`config.mk`:
```
export PLATFORM = sky130hd
export DESIGN_NAME = key_sw_device
export DESIGN_NICKNAME = d
export VERILOG_FILES = /design/src/rtl/key_sw_device_pkg.sv /design/src/rtl/key_sw_device_debounce_sync.sv /design/src/rtl/key_sw_device.sv
export SDC_FILE = /design/constraint.sdc
export NUM_CORES = 1
export LEC_CHECK = 0
export ABC_AREA = 1
export CELL_PAD_IN_SITES_DETAIL_PLACEMENT = 2
export CELL_PAD_IN_SITES_GLOBAL_PLACEMENT = 2
export CORE_ASPECT_RATIO = 0.8
export CORE_MARGIN = 2
export CORE_UTILIZATION = 39
export CTS_CLUSTER_DIAMETER = 80
export DETAILED_ROUTE_END_ITERATION = 8
export DONT_BUFFER_PORTS = 1
export PLACE_DENSITY = 0.93
export SYNTH_ARGS = -nofsm -noshare
export SYNTH_HDL_FRONTEND = slang
export SYNTH_HIERARCHICAL = 1
export SYNTH_SLANG_ARGS = --single-unit
```
`constraint.sdc`:
```
create_clock -name clk -period 2.24 [get_ports clk]
set_input_delay 0.224 -clock clk [delete_from_list [all_inputs] [get_ports clk]]
set_output_delay 0.224 -clock clk [all_outputs]
set_load 0.01 [all_outputs]
```
`src/rtl/key_sw_device_pkg.sv`:
```
// Shared constants for the KEY/SW input responder: register map, CTRL bit
// positions, device widths and the per-device status update rule.
package key_sw_device_pkg;

    localparam logic [31:0] ADDR_KEY   = 32'hF000_0010;
    localparam logic [31:0] ADDR_SW    = 32'hF000_0014;
    localparam logic [31:0] ADDR_KCTRL = 32'hF000_0110;
    localparam logic [31:0] ADDR_SCTRL = 32'hF000_0114;

    localparam int unsigned CTRL_RDY = 0;
    localparam int unsigned CTRL_OVR = 1;
    localparam int unsigned CTRL_IE  = 4;

    localparam int unsigned KEY_WIDTH = 4;
    localparam int unsigned SW_WIDTH  = 10;

    typedef struct packed {
        logic ie;
        logic ovr;
        logic rdy;
    } dev_status_t;

    // CTRL register image: IE at bit 4, OVR at bit 1, RDY at bit 0.
    function automatic logic [31:0] ctrl_word(input dev_status_t st);
        logic [31:0] w;
        w = '0;
        w[CTRL_IE]  = st.ie;
        w[CTRL_OVR] = st.ovr;
        w[CTRL_RDY] = st.rdy;
        return w;
    endfunction

    // Next status for one device. A new value always wins over a read-clear,
    // and an overrun set wins over a software clear in the same cycle.
    function automatic dev_status_t status_next(
        input dev_status_t cur,
        input logic        upd,
        input logic        data_rd,
        input logic        ctrl_wr,
        input logic        wr_ovr,
        input logic        wr_ie
    );
        dev_status_t nxt;
        nxt = cur;
        if (upd)
            nxt.rdy = 1'b1;
        else if (data_rd)
            nxt.rdy = 1'b0;
        if (upd && cur.rdy && !data_rd)
            nxt.ovr = 1'b1;
        else if (ctrl_wr && !wr_ovr)
            nxt.ovr = 1'b0;
        if (ctrl_wr)
            nxt.ie = wr_ie;
        return nxt;
    endfunction

endpackage

```
`src/rtl/key_sw_device_debounce_sync.sv`:
```
// Two-flop synchronizer plus stability counter and held data register for
// one group of raw inputs. Emits the held value and a one-cycle update strobe
// that is high on the edge where the held value is loaded.
module debounce_sync #(
    parameter int unsigned WIDTH           = 4,
    parameter int unsigned DEBOUNCE_CYCLES = 500000,
    parameter int unsigned CNT_BITS        = 20
) (
    input  logic             clk,
    input  logic             reset,
    input  logic [WIDTH-1:0] raw,
    output logic [WIDTH-1:0] value,
    output logic             update
);

    logic [WIDTH-1:0]    sync1;
    logic [WIDTH-1:0]    sync2;
    logic [CNT_BITS-1:0] count;
    logic                stable;

    // Change detection compares the synchronizer stages, i.e. the synchronized
    // vector against the value it will take next; this gives a total latency
    // of 2 + DEBOUNCE_CYCLES edges from first sample to held value.
    assign stable = (sync1 == sync2) && (sync2 != value);
    assign update = stable && (count == CNT_BITS'(DEBOUNCE_CYCLES - 1));

    // Two-flop synchronizer for the raw inputs.
    always_ff @(posedge clk or negedge reset) begin
        if (!reset) begin
            sync1 <= '0;
            sync2 <= '0;
        end else begin
            sync1 <= raw;
            sync2 <= sync1;
        end
    end

    // Stability counter and held value; counter restarts on any change or update.
    always_ff @(posedge clk or negedge reset) begin
        if (!reset) begin
            count <= '0;
            value <= '0;
        end else begin
            if (!stable || update)
                count <= '0;
            else
                count <= count + 1'b1;
            if (update)
                value <= sync2;
        end
    end

endmodule

```
`src/rtl/key_sw_device.sv`:
```
// Memory-mapped KEY/SW input responder: debounced data registers, per-device
// ready/overrun/interrupt-enable status, combinational read decode and an
// interrupt request derived directly from the status flops.
module key_sw_device
    import key_sw_device_pkg::*;
#(
    parameter int unsigned DBITS           = 32,
    parameter int unsigned DEBOUNCE_CYCLES = 500000,
    parameter int unsigned CNT_BITS        = 20
) (
    input  logic                 clk,
    input  logic                 reset,
    input  logic [KEY_WIDTH-1:0] KEY,
    input  logic [SW_WIDTH-1:0]  SW,
    input  logic [DBITS-1:0]     addr,
    input  logic                 re,
    input  logic                 we,
    input  logic [DBITS-1:0]     wdata,
    output logic [DBITS-1:0]     rdata,
    output logic                 sel,
    output logic                 intr
);

    logic [KEY_WIDTH-1:0] key_raw;
    logic [KEY_WIDTH-1:0] key_value;
    logic [SW_WIDTH-1:0]  sw_value;
    logic                 key_update;
    logic                 sw_update;
    dev_status_t          key_st;
    dev_status_t          sw_st;
    logic                 hit_kdata;
    logic                 hit_sdata;
    logic                 hit_kctrl;
    logic                 hit_sctrl;
    logic                 unused_wdata;

    // Buttons are active-low on the pins; present pressed as 1.
    assign key_raw = ~KEY;

    debounce_sync #(
        .WIDTH(KEY_WIDTH),
        .DEBOUNCE_CYCLES(DEBOUNCE_CYCLES),
        .CNT_BITS(CNT_BITS)
    ) key_db (
        .clk(clk),
        .reset(reset),
        .raw(key_raw),
        .value(key_value),
        .update(key_update)
    );

    debounce_sync #(
        .WIDTH(SW_WIDTH),
        .DEBOUNCE_CYCLES(DEBOUNCE_CYCLES),
        .CNT_BITS(CNT_BITS)
    ) sw_db (
        .clk(clk),
        .reset(reset),
        .raw(SW),
        .value(sw_value),
        .update(sw_update)
    );

    assign hit_kdata = (addr == DBITS'(ADDR_KEY));
    assign hit_sdata = (addr == DBITS'(ADDR_SW));
    assign hit_kctrl = (addr == DBITS'(ADDR_KCTRL));
    assign hit_sctrl = (addr == DBITS'(ADDR_SCTRL));

    assign unused_wdata = ^{wdata[DBITS-1:CTRL_IE+1], wdata[CTRL_IE-1:CTRL_OVR+1], wdata[CTRL_RDY]};

    // Per-device ready/overrun/IE status; reads and writes act independently.
    always_ff @(posedge clk or negedge reset) begin
        if (!reset) begin
            key_st <= '0;
            sw_st  <= '0;
        end else begin
            key_st <= status_next(key_st, key_update, re && hit_kdata, we && hit_kctrl,
                                  wdata[CTRL_OVR], wdata[CTRL_IE]);
            sw_st  <= status_next(sw_st, sw_update, re && hit_sdata, we && hit_sctrl,
                                  wdata[CTRL_OVR], wdata[CTRL_IE]);
        end
    end

    // Read data and select decode, combinational from addr alone.
    always_comb begin
        rdata = '0;
        sel   = 1'b1;
        if (hit_kdata)
            rdata = DBITS'(key_value);
        else if (hit_sdata)
            rdata = DBITS'(sw_value);
        else if (hit_kctrl)
            rdata = DBITS'(ctrl_word(key_st));
        else if (hit_sctrl)
            rdata = DBITS'(ctrl_word(sw_st));
        else
            sel = 1'b0;
    end

    assign intr = (key_st.rdy & key_st.ie) | (sw_st.rdy & sw_st.ie);

endmodule

```
* After elaboration in Yosys (flattened, before gate mapping)
Cells that the tools add are included.
** Storage, ports and cells
- Register bits after elaboration :: 88
- Latch bits :: 0
- Memory bits (writable) :: 0
- Memory bits (read-only) :: 0
- Word-level logic and storage cells :: 73
- Memories kept :: 0
** Cells by class
- $add $sub $neg :: 2
- $mul :: 0
- Div/mod/pow operators :: 0
- Order comparisons :: 0
- Eq/ne operators :: 10
- Shift operators :: 0
- Muxes and demuxes :: 18
- Bitwise operators :: 4
- Reduce and logical (&&, ||, !) cells :: 25
** Operator list (count)
- equality test 32 bit, second input constant :: 4
- adder 20 x 1 -> 20 bit, second input constant :: 2
- equality test 20 x 19 -> 1 bit, second input constant :: 2
- 2-to-1 mux 20 bit :: 2
- 2-to-1 mux 10 bit :: 2
- logical AND 1 bit :: 14
- 2-to-1 mux 1 bit :: 12
- equality test 10 bit :: 1
- 2-to-1 mux 5 bit :: 2
- != test 10 bit :: 1
- nonzero test 2 bit :: 4
- logical NOT 1 bit :: 5
- equality test 4 bit :: 1
- != test 4 bit :: 1
- NOT 4 bit :: 1
- bitwise AND 1 bit :: 2
- logical OR 1 bit :: 2
- OR 1 bit :: 1

* Longest topological paths before layout
Gate-level depths: netlist (run 1).
- Depth in word-level cells :: 6
- Gate-level depth with buffers :: 12
- Mapped depth without buffers :: 11

* By module
The synthesis (run 1) kept the hierarchy.
** Modules (own cells, without submodules)
- debounce_sync (sw_db) :: times used 1, cells each 297, area an instance 2493.6 sq um, sequential area each 1251.2 sq um
- debounce_sync (key_db) :: times used 1, cells each 234, area an instance 1824.2 sq um, sequential area each 800.8 sq um
- key_sw_device :: times used 1, cells each 153, area an instance 968.4 sq um, sequential area each 150.1 sq um

* Worst setup path after synthesis (run 1)
Ideal clock, no wire load.
- Path kind :: reg-to-reg
- Start :: register sw_db.count[0]
- End :: register sw_st[1] (netlist name)
- Setup time :: 76 ps
- Data arrival time :: 1431 ps
- Data required time :: 2164 ps
- Path slack :: 733 ps
- Cell stages (with the launch flop) :: 11
- Clock period less this slack :: 1507 ps
- Cell sequence :: dfrtp_1 ha_1 nand2_1 nor2_2 nand4_2 inv_1 nand3_1 buf_4 inv_1 inv_1 o21ai_1
** On the way
- Word-level cells in the longest chain between the ends :: 5
** RTL lines
- start, declared :: RTL line key_sw_device_debounce_sync.sv:18 : logic [CNT_BITS-1:0] count;
- start signal, assigned :: RTL line key_sw_device_debounce_sync.sv:47 : count <= count + 1'b1;
- equality test 20 x 19 -> 1 bit (*) :: RTL line key_sw_device_debounce_sync.sv:25 : assign update = stable && (count == CNT_BITS'(DEBOUNCE_CYCLES - 1));
- logical AND 1 bit (*) :: RTL line key_sw_device_debounce_sync.sv:25
- net sw_update :: RTL line key_sw_device.sv:28 : logic sw_update;
- logical AND 1 bit (*) (2 in series) :: RTL line key_sw_device_pkg.sv:49 : if (upd && cur.rdy && !data_rd)
- 2-to-1 mux 1 bit or nonzero test 2 bit (tied branches)
- end signal, assigned :: RTL line key_sw_device.sv:79 : sw_st <= status_next(sw_st, sw_update, re && hit_sdata, we && hit_sctrl,
- end, declared :: RTL line key_sw_device.sv:30 : dev_status_t sw_st;
Mark *: on every way through the listed nets, which the timed path passes. The rest lies on a longest branch.
A chain may end at the register's enable or synchronous reset.

* Worst setup path after layout (run 1)
- Start :: register sw_db.sync2[8]
- End :: register sw_db.value[2]
** On the way
- Word-level cells in the longest chain between the ends :: 3
** RTL lines
- start, declared :: RTL line key_sw_device_debounce_sync.sv:17 : logic [WIDTH-1:0] sync2;
- start signal, assigned :: RTL line key_sw_device_debounce_sync.sv:34 : sync2 <= sync1;
- equality test 10 bit or != test 10 bit (tied branches) :: RTL line key_sw_device_debounce_sync.sv:24 : assign stable = (sync1 == sync2) && (sync2 != value);
- logical AND 1 bit (*) :: RTL line key_sw_device_debounce_sync.sv:24
- logical AND 1 bit (*) :: RTL line key_sw_device_debounce_sync.sv:25
- end signal, assigned :: RTL line key_sw_device_debounce_sync.sv:49 : value <= sync2;
- end, declared :: RTL line key_sw_device_debounce_sync.sv:12 : output logic [WIDTH-1:0] value,
Every way passes the cells marked *; elsewhere a longest branch is shown, timed or not.

==> metrics.md, run 1 <==
| Metric | Value |
|---|---|
| Status | `complete, but fails checks` |
| Violated checks | `hold timing` |
| DP HPWL | `roughly 12 mm` |
| Gr ovfl total | `0` |
| Die width | `134 um` |
| Dpl ws | `between 0.3 and 0.4 ns` |
| Clock Latency Late Sink | `0.37 ns` |
| Most common cell after layout, fill and taps aside | `nand2_1` |
| Initial Util | `~39%` |
| Clock tree from TritonCTS | `yes` |
| DRT iter0 DRCs | `between 150 and 200` |
| # clock sinks | `between 80 and 90` |
| Worst hold slack | `-0.456 ns` |
| Tightest Hold Check Type | `in2async` |
| XOR/XNOR share of the synthesized area | `under 10%` |
| Layout area overhead | `10.4%` |
| Detailed-route wire length per cell | `between 20 and 25 um` |
| Postcts setup bufs | `0` |
| Initial antenna violation count | `0` |
| Syn. warnings | `6` |
| DRT antenna net count | `0` |
| Critical Path Fanout Max | `15` |
| GRT Total Usage | `about 27%` |
| Share of cells above drive strength 1 | `between 10% and 20%` |
| Diodes inserted | `0` |
| Worst Path Required | `between 2 and 3 ns` |
| Worst VDD drop | `0.460 mV` |
| Finished Layout Cells | `889` |
| Post-synthesis sequential area ratio | `41.7%` |
| Post-Route WL | `18.8 mm` |
| Die Footprint | `~15000 um2` |
| Max Fclk | `slightly above 0.5 GHz` |
| Hold Fails Final Rpt | `88` |
| Pwr per Cell Area | `approximately 600 nW/um2` |
| # IOs | `about 120` |
| Reg-to-Reg End | `sw_db/value[2]` |
| Min Tclk post-route | `about 2.0 ns` |
| Die Ht | `about 110 um` |
| Avg Inst Size Synth | `between 7 and 8 um2` |
| CP Cell Sequence | `inv_1 > nand2_1 > nand2_1 > nand2_1 > nor2_1 > nand3_1 > nor2_4 > nand3_1 > nand2_1` |
| Skew final | `about 0.023 ns` |
| Final net count | `between 700 and 800` |
| CTS root buf | `clkbuf_16` |
| Number of port buffers | `0` |
| Worst setup SP type | `flip-flop` |
| Synth Cell Area | `around 5300 um2` |
| Worst setup EP type | `flip-flop` |
| # setup viols final | `0` |
| R2R depth | `9` |
| Unrepaired setup endpoints after global routing | `false` |
| # DRC | `0` |
| Vias per cell | `between 5 and 6` |
| Vias in the first global route | `about 5500` |
| Critical Path AT | `2.24 ns` |
| Clock transition at the registers of the reported paths | `0.08 ns` |
| Rows | `38` |
| Filler cells | `1522` |
| Setup CP Type | `reg2reg` |
| CTS max path bufs | `2` |
| Core footprint | `between 10000 and 15000 um2` |
| Adder-Cell Fraction of Synth Area | `less than 1%` |
| Most frequent cells in the layout | `188 x nand2_1, 94 x inv_1, 88 x dfrtp_1` |
| Worst reg2reg startpoint | `sw_db/sync2[8]` |
| Final period utilization | `87.5%` |
| CTS buffer count | `9` |
| Largest net degree at the start of global routing | `89` |
| Register share of total power | `a little under half` |
| Reg-to-reg slack, setup | `0.28 ns` |
| NetSw | `0.834 mW` |
| Critical-path top delay cell | `dfrtp_1` |
| Switch share | `23.9%` |
| Vias | `about 4600` |
| Hold_buf cts | `14` |
| Synth unique cells | `40` |
| P_leak | `~2.7 nW` |
| Worst path max stage delay | `roughly 0.43 ns` |
| Global-route wire length before repair | `slightly below 30 mm` |
| Tot Pwr | `approximately 3.5 mW` |
| Pre-antenna DRT Iters | `4` |
| Clock power frac | `48.0%` |
| Mux cell area share after synthesis | `0%` |
| Setup TNS Final | `0 ns` |
| Dpl cells | `about 860` |
| Compound-Gate Fraction of Synth Area | `around 3.2%` |
| Mapped Cells | `around 700` |
| Max Transition Viols Final | `0` |
| Synth Area in Simple Gates | `a little under two fifths` |
| H-tree levels | `3` |
| Util after Layout | `~44%` |
| Cell Int Power | `between 2 and 3 mW` |
| Combinational family with the most area after synthesis | `simple AND/OR/NAND/NOR gates` |
| PnR worst setup slack | `~0.28 ns` |
| Seq cells post-synth | `88` |
| Max Cap Viol | `0` |
| GP Congestion | `0.862` |
| Gate power share | `between 4 and 5%` |
| Most frequent cell on the critical path | `nand2_1` |
critical path: cells and delay by family (launching register included):
kind / cells / cell delay, ns
AND/OR/NAND/NOR: 8 / 1.35
flip-flops: 1 / 0.43
buffers and inverters: 1 / 0.10
state kept, by name, summed over array words and instances (netlist names):
name	count
key_db/count	20
key_db/sync1	4
key_db/sync2	4
key_db/value	4
key_st	3
sw_db/count	20
sw_db/sync1	10
sw_db/sync2	10
sw_db/value	10
sw_st	3
final cells by class:
class                           instances  area [um2]  area share, %
Multi-Input combinational cell        485        2550           43.6
Sequential cell                        88        2200           37.7
Inverter                              103         388           6.64
Clock buffer                           11         233           3.99
Tap cell                              180         225           3.86
Timing Repair Buffer                   17         163           2.79
Clock inverter                          5        81.3           1.39
metal layers:
metal / vias to the layer above / track usage (%) / part of all wire (%)
met1: 2325 / 29.0 / 39
met3: 52 / 5.49 / 3.9
met5: - / 0 / 0
met2: 137 / 51.2 / 53
li1: 2082 / - / -
met4: 0 / 13.8 / 4.2
synth_stat cells:
cell type,count,share of area (%)
a21o_1,1,0.14
a21oi_1,4,0.38
a21oi_2,2,0.33
a31oi_1,4,0.47
and2_1,2,0.24
buf_2,1,0.095
buf_4,23,3.3
buf_6,5,1.1
clkinv_1,3,0.21
clkinv_2,1,0.095
conb_1,1,0.071
dfrtp_1,88,42
ha_1,2,0.47
inv_1,94,6.7
inv_2,5,0.36
nand2_1,188,13
nand2_2,12,1.4
nand2_4,1,0.21
nand3_1,36,3.4
nand3_2,6,1.1
nand3_4,4,1.3
nand3b_4,1,0.38
nand4_1,17,2.0
nand4_2,1,0.24
nor2_1,70,5.0
nor2_2,42,5.0
nor2_4,7,1.5
nor2_8,2,0.76
nor3_1,3,0.28
nor3_2,1,0.19
nor3_4,1,0.31
o211ai_1,1,0.14
o21ai_0,10,0.95
o21ai_1,5,0.47
o21ai_2,1,0.17
o21bai_1,1,0.14
or2_1,2,0.24
or2_2,1,0.12
xnor2_1,13,2.2
xor2_1,22,3.6
power by group through the flow:
stage,Sequential (mW),Clock (mW),Combinational (mW)
after global placement,1.67,0,0.118
after detailed placement,1.68,0,0.130
final,1.65,1.67,0.160
after global routing,1.65,1.77,0.175
after CTS,1.65,1.70,0.155
after floorplan,1.67,0,0.136
cell families (layout without fill, tap and decap cells):
group	count (synthesis)	after routing
fa+ha+maj	2	2
flops	88	88
compound gates	29	29
buf+inv	132	136
xor+xnor	35	35
simple gates	397	397
other cells	1	22
worst max-delay path by stage:
| stage | start | endpoint | slack (ns) | cells past startpoint |
|---|---|---|---|---|
| 3_3_place_gp | sw_db/sync2[8] | sw_st[1] | 0.43 | 11 |
| 2_1_floorplan | sw_db/count[0] | sw_st[1] | 0.73 | 10 |
| 6_report | sw_db/sync2[8] | sw_db/value[2] | 0.28 | 9 |
| 3_5_place_dp | sw_db/sync2[2] | sw_st[1] | 0.33 | 11 |
| 5_1_grt | sw_db/sync2[9] | sw_db/count[15] | 0.11 | 9 |
| 4_1_cts | sw_db/count[0] | sw_st[1] | 0.23 | 9 |
repair_timing:
action,4_1_cts,5_1_grt
endpoints found under the hold margin,102,88
endpoints found under the setup margin,0,1
gates resized for setup,0,1
through the flow:
step	hold WS (ns)	cell area (um2)
finish	-0.456	5840
detailed placement	-0.0703	5380
floorplan	-0.0716	5370
global route	-0.472	5840
global placement	-0.0694	5380
CTS	-0.466	5830
Power figures use the tool's default switching activity.
==> inputs of run 2 (changes only) <==
--- a/config.mk
+++ b/config.mk
@@ -15,6 +15,7 @@
 export DETAILED_ROUTE_END_ITERATION = 8
 export DONT_BUFFER_PORTS = 1
 export PLACE_DENSITY = 0.93
+export SLEW_MARGIN = 5
 export SYNTH_ARGS = -nofsm -noshare
 export SYNTH_HDL_FRONTEND = slang
 export SYNTH_HIERARCHICAL = 1
==> results of run 2 <==
No change in the layout: final DEF, timing and power equal those of run 1.
